## src/rtl/unpool_pkg.sv

```systemverilog
// Shared encodings for the 2x2 nearest-neighbour unpooling scheduler:
// quadrant selects, FSM states and a ceil-log2 helper for counter widths.
package unpool_pkg;

  typedef enum logic [2:0] {
    S_IN = 3'd0,
    S_UL = 3'd1,
    S_UR = 3'd2,
    S_LL = 3'd3,
    S_LR = 3'd4
  } state_e;

  localparam logic [1:0] QUAD_UL = 2'b00;
  localparam logic [1:0] QUAD_UR = 2'b01;
  localparam logic [1:0] QUAD_LL = 2'b10;
  localparam logic [1:0] QUAD_LR = 2'b11;

  // Floored at 1 so a single-row frame still gets a usable counter.
  function automatic int clog2(input int value);
    int r;
    r = 0;
    for (int i = 1; i < value; i = i * 2) r = r + 1;
    if (r == 0) r = 1;
    return r;
  endfunction

endpackage

```

## src/rtl/unpool_scheduler.sv

```systemverilog
// Sequences 2x2 nearest-neighbour unpooling: upper-row beats follow each input
// pixel, then the stored row is replayed from the line buffer for the lower row.
module unpool_scheduler
  import unpool_pkg::*;
#(
  parameter int IN_W     = 320,
  parameter int IN_H     = 240,
  parameter int IN_HBITW = clog2(IN_W),
  parameter int IN_VBITW = clog2(IN_H)
) (
  input  logic                clock,
  input  logic                rst,
  input  logic                in_valid,
  output logic                in_ready,
  input  logic [IN_HBITW-1:0] in_hcnt,
  input  logic [IN_VBITW-1:0] in_vcnt,
  output logic                out_valid,
  input  logic                out_ready,
  output logic [1:0]          out_sel,
  output logic [IN_HBITW:0]   out_hcnt,
  output logic [IN_VBITW:0]   out_vcnt,
  output logic                buf_we,
  output logic [IN_HBITW-1:0] buf_waddr,
  output logic [IN_HBITW-1:0] buf_raddr,
  output logic                frame_done,
  output logic                sync_err,
  output state_e              dbg_state
);

  // Both streams are valid/ready: a beat transfers on the rising edge where
  // valid && ready; valid and payload hold stable until then. in_ready is the
  // only combinational output and depends on state alone (high in S_IN).

  localparam logic [IN_HBITW-1:0] H_LAST = IN_HBITW'(IN_W - 1);
  localparam logic [IN_VBITW-1:0] V_LAST = IN_VBITW'(IN_H - 1);

  state_e                state_q, state_d;
  logic [IN_HBITW-1:0]   h_q, h_d;
  logic [IN_VBITW-1:0]   v_q, v_d;
  logic [1:0]            sel_q, sel_d;
  logic                  valid_q, valid_d;
  logic [IN_HBITW:0]     hcnt_q, hcnt_d;
  logic [IN_VBITW:0]     vcnt_q, vcnt_d;
  logic                  we_q, we_d;
  logic [IN_HBITW-1:0]   waddr_q, waddr_d;
  logic [IN_HBITW-1:0]   raddr_q, raddr_d;
  logic                  done_q, done_d;
  logic                  err_q, err_d;

  always_comb begin
    state_d = state_q;
    h_d     = h_q;
    v_d     = v_q;
    sel_d   = sel_q;
    valid_d = valid_q;
    waddr_d = waddr_q;
    raddr_d = raddr_q;
    err_d   = err_q;
    we_d    = 1'b0;
    done_d  = 1'b0;

    case (state_q)
      S_IN: begin
        if (in_valid) begin
          we_d    = 1'b1;
          waddr_d = h_q;
          state_d = S_UL;
          valid_d = 1'b1;
          sel_d   = QUAD_UL;
          // Tags are only checked; the internal counters stay authoritative.
          if (in_hcnt != h_q || in_vcnt != v_q) err_d = 1'b1;
        end
      end
      S_UL: begin
        if (out_ready) begin
          state_d = S_UR;
          sel_d   = QUAD_UR;
        end
      end
      S_UR: begin
        if (out_ready) begin
          if (h_q == H_LAST) begin
            h_d     = '0;
            raddr_d = '0;
            state_d = S_LL;
            sel_d   = QUAD_LL;
          end else begin
            h_d     = h_q + 1'b1;
            state_d = S_IN;
            valid_d = 1'b0;
          end
        end
      end
      S_LL: begin
        if (out_ready) begin
          state_d = S_LR;
          sel_d   = QUAD_LR;
        end
      end
      S_LR: begin
        if (out_ready) begin
          if (h_q != H_LAST) begin
            h_d     = h_q + 1'b1;
            raddr_d = h_q + 1'b1;
            state_d = S_LL;
            sel_d   = QUAD_LL;
          end else begin
            h_d     = '0;
            valid_d = 1'b0;
            state_d = S_IN;
            if (v_q == V_LAST) begin
              v_d    = '0;
              done_d = 1'b1;
            end else begin
              v_d = v_q + 1'b1;
            end
          end
        end
      end
      default: state_d = S_IN;
    endcase

    hcnt_d = {h_d, sel_d[0]};
    vcnt_d = {v_d, sel_d[1]};
  end

  always_ff @(posedge clock or posedge rst) begin
    if (rst) begin
      state_q <= S_IN;
      h_q     <= '0;
      v_q     <= '0;
      sel_q   <= QUAD_UL;
      valid_q <= 1'b0;
      hcnt_q  <= '0;
      vcnt_q  <= '0;
      we_q    <= 1'b0;
      waddr_q <= '0;
      raddr_q <= '0;
      done_q  <= 1'b0;
      err_q   <= 1'b0;
    end else begin
      state_q <= state_d;
      h_q     <= h_d;
      v_q     <= v_d;
      sel_q   <= sel_d;
      valid_q <= valid_d;
      hcnt_q  <= hcnt_d;
      vcnt_q  <= vcnt_d;
      we_q    <= we_d;
      waddr_q <= waddr_d;
      raddr_q <= raddr_d;
      done_q  <= done_d;
      err_q   <= err_d;
    end
  end

  assign in_ready   = (state_q == S_IN);
  assign out_valid  = valid_q;
  assign out_sel    = sel_q;
  assign out_hcnt   = hcnt_q;
  assign out_vcnt   = vcnt_q;
  assign buf_we     = we_q;
  assign buf_waddr  = waddr_q;
  assign buf_raddr  = raddr_q;
  assign frame_done = done_q;
  assign sync_err   = err_q;
  assign dbg_state  = state_q;

endmodule

```

## config.mk

```make
export PLATFORM = sky130hd
export DESIGN_NAME = unpool_scheduler
export DESIGN_NICKNAME = d
export VERILOG_FILES = /design/src/rtl/unpool_pkg.sv /design/src/rtl/unpool_scheduler.sv
export SDC_FILE = /design/constraint.sdc
export NUM_CORES = 1
export LEC_CHECK = 0
export CORE_MARGIN = 3
export CORE_UTILIZATION = 52
export DETAILED_ROUTE_END_ITERATION = 7
export GPL_TIMING_DRIVEN = 0
export MAX_ROUTING_LAYER = met4
export PLACE_DENSITY_LB_ADDON = 0.1
export SYNTH_ARGS = -nofsm -noshare
export SYNTH_HDL_FRONTEND = slang
export SYNTH_SLANG_ARGS = --single-unit
```

## constraint.sdc

```tcl
create_clock -name clock -period 3.75 [get_ports clock]
set_clock_uncertainty 0.15 [all_clocks]
set_input_delay 0.75 -clock clock [delete_from_list [all_inputs] [get_ports clock]]
set_output_delay 0.75 -clock clock [all_outputs]
set_load 0.02 [all_outputs]
```

==> impl_summary.log <==
INFO  metric p_leak = 1.40 nW
INFO  metric worstHoldPathType = register to register
INFO  metric synth.cells.most_frequent = dfrtp_1, xnor2_1, nand2_1
INFO  metric grt_setup_unrepaired = false
INFO  metric synthToLayoutAreaGrowth = 35.3%
INFO  metric htreeDepth = 2
INFO  metric synth_cell_types = 51
INFO  metric antenna_diode_count = 0
INFO  metric synth_area_leaders = dfrtp_1, xnor2_1, mux2_2
INFO  metric floorplan.initialDensity = 55.0%
INFO  metric met1_usage = 33.6%
INFO  metric postRouteAntennaNets = 0
INFO  metric fin_nets = between 300 and 400
INFO  metric gp_routability_congestion = ~0.83
INFO  metric timing_worst_slew_pin_value = 0.486 ns
INFO  metric final.setup.tns = 0 ns
INFO  metric grt_max_degree = 27
INFO  metric cts.sinks = 44
INFO  metric cells_resized_by_post_cts_repair = 0
INFO  metric slew-limit-headroom = 67.6%
INFO  metric gr-total-overflow = 0
INFO  metric groute.layer.met2.usage = between 30% and 40%
INFO  metric firstDrtPassIters = 4
INFO  metric yosys_register_bits = 44
INFO  metric final_layout_size_suffix_gt1_share = approximately 15%
INFO  metric cts-root-buf = clkbuf_8
INFO  metric synth-warning-count = 0
INFO  metric clk_transition_reported_paths = 0.08 ns
INFO  metric grt_antenna_before_repair = 0
INFO  metric kind_of_cell_with_the_highest_combined_delay_on_the_critical_path = buffers and inverters
INFO  metric clk_latency = around 0.30 ns
INFO  metric post-synth-top-count-cell = dfrtp_1
INFO  metric setup-violations-final = 0
INFO  metric vias = 2100
INFO  metric final_hold_viol_count = 0
INFO  metric coreArea = 0.00444 sq mm
INFO  metric critical_path.slowest_cell = clkdlybuf4s50_1
INFO  metric grt_pass1_vias = 2072
INFO  metric critPathLaunchType = register
INFO  metric drcViolationCount = 0
INFO  metric path_buf_inv = 2
INFO  metric die_width = 74.6 microns
INFO  metric die_area = around 0.0056 sq mm
INFO  metric finalWirelength = roughly 6200 microns
INFO  metric synth.top_cell.area_share = roughly 45%
INFO  metric final.period_utilization = 72.8%
INFO  metric outcome = finished, final reports clean
INFO  metric groute.usage.overall = 24.9%
INFO  metric first_pass_grt_wire_length = 10100 microns
INFO  metric starting_drt_drc_count = 159
INFO  metric ios = 68
INFO  metric category_of_the_worst_setup_path_capture_point = primary output
INFO  metric layoutNonFillerInstCount = 366
INFO  metric place.port_buffers = between 60 and 70
INFO  metric critPathMaxStageDelay = ~0.65 ns
INFO  metric critical_path_peak_fanout = 10
INFO  metric routedWlPerCell = 16.8 microns
INFO  metric timing.critical_path.required = approximately 2.9 ns
INFO  metric ys_async_sr_fraction = 100%
INFO  metric mappedNetlistArea = 0.00245 sq mm
INFO  metric number_of_instances_in_the_synthesized_netlist = roughly 240
INFO  metric worstPathCellList = buf_2, nor3_1, clkdlybuf4s50_1
INFO  metric max_clock_freq = 367 MHz
INFO  metric cts_setup_buffers = 0
INFO  metric synth_area_leader_cell = dfrtp_1
INFO  metric finalCriticalPeriod = 2.73 ns
INFO  metric tritoncts = yes
INFO  metric mappedNetlistNets = 261
INFO  metric clock_path_buffers = 2
INFO  metric synth.avg_cell_area = 10.3 sq um
INFO  metric die_y = about 75 microns
INFO  metric grt_busiest_layer = met2
INFO  metric synth_ff_type = dfrtp_1
INFO  metric max_cap_viol_count = 0
INFO  metric standard_cell_rows = 24
INFO  metric total_power = between 1.5 and 2 mW
INFO  metric gr-usage-met3 = under 10%
INFO  metric worst-endpoint-arrival = 1.83 ns
INFO  metric criticalPathCategory = register to primary output
INFO  metric numCtsBuffers = 5
INFO  metric cts_hold_bufs = 0
INFO  metric dp.cells = 358
INFO  metric final_max_slew_viol_count = 0
INFO  metric post-dp-hpwl = approximately 4400 microns
INFO  metric synth_sequential_area_ratio = approximately 45%
INFO  metric power-per-cell-area = 576 mW/mm^2
INFO  metric synth_enable_flop_cells = 0
INFO  metric vdd.ir_drop.worst = about 380 uV
INFO  metric post_drt_via_cell_ratio = between 5 and 6
[sequential cells by signal, summed over array words and instances (netlist names)]
signal / flops
buf_raddr: 9
buf_waddr: 9
buf_we: 1
dbg_state: 3
frame_done: 1
h_q: 1
out_hcnt: 9
out_valid: 1
out_vcnt: 8
sync_err: 1
v_q: 1
[cell type report]
type,instances,area (sq um)
Inverter,7,26.3
Multi-Input combinational cell,168,1200
Clock buffer,6,72.6
Fill cell,339,1130
Clock inverter,2,35.0
Buffer,19,114
Tap cell,52,65.1
Timing Repair Buffer,68,691
Sequential cell,44,1100
[cells by family (layout without fill, tap and decap cells)]
family,Yosys count,in the layout,synth area share (%)
flops,44,44,45.0
fa+ha+maj,2,2,1.02
xor+xnor,27,27,9.67
simple gates,76,76,17.5
mux,15,15,6.85
buf+inv,26,102,5.73
compound gates,48,48,14.2
[path summary, 6_finish.rpt]
| kind | slack (ns) | endpoint | start | cells past startpoint |
|---|---|---|---|---|
| setup reg to reg | 1.17 | buf_raddr[0] | out_hcnt[1] | 5 |
| setup / recovery | 1.02 | in_ready | dbg_state[2] | 3 |
| max in group asynchronous | 2.36 | frame_done | rst | 3 |
| min in group asynchronous | 0.61 | buf_waddr[7] | rst | 2 |
| hold reg to reg | 0.35 | buf_raddr[4] | buf_raddr[4] | 1 |
| hold / removal | 0.35 | buf_raddr[4] | buf_raddr[4] | 1 |
[layout by cell type, fill, tap and decap left out, types with 5 or more instances in the layout]
| cell | synthesis | final |
|---|---|---|
| a21o_1 | 5 | 5 |
| a21oi_1 | 9 | 9 |
| buf_2 | 10 | 10 |
| buf_4 | 6 | 6 |
| clkbuf_8 | 0 | 5 |
| clkdlybuf4s50_1 | 0 | 67 |
| dfrtp_1 | 44 | 44 |
| inv_1 | 7 | 6 |
| mux2_2 | 14 | 14 |
| nand2_1 | 16 | 16 |
| nand3_1 | 13 | 13 |
| nand4_1 | 6 | 6 |
| nor2_1 | 10 | 10 |
| nor3_1 | 5 | 5 |
| o21ai_0 | 7 | 7 |
| o2bb2ai_1 | 5 | 5 |
| o31ai_1 | 6 | 6 |
| xnor2_1 | 22 | 22 |
| xor2_1 | 5 | 5 |
[per-stage QoR]
step / util, % / setup slack, ns / cell area [sq um] / hold slack (ns)
2_1_floorplan: - / 1.48 / 2450 / 0.447
3_3_place_gp: 71.6 / 0.886 / 3180 / 0.327
3_5_place_dp: 72.0 / 0.962 / 3200 / 0.327
4_1_cts: 74.5 / 1.02 / 3310 / 0.352
5_1_grt: 74.5 / 0.946 / 3310 / 0.358
6_report: 74.5 / 1.02 / 3310 / 0.346
[worst register-to-register path, cell delays in order, from the launching register on]
cell	delay (ns)
dfrtp_1	0.58
ha_1	0.38
and2_0	0.31
nand3_1	0.31
a21boi_4	0.37
mux2_2	0.37
[per-layer routing]
metal  vias up  share of wire [%]
met1      1016                 44
met2        77                 48
met5         -                  0
li1       1001                  -
met3         6                6.5
met4         0                1.4
[power by group]
group          total [mW]  switching [mW]  internal [mW]
Sequential          0.669          0.0926          0.577
Clock               0.363           0.166          0.198
Combinational       0.874           0.451          0.422
Power figures use the tool's default switching activity.
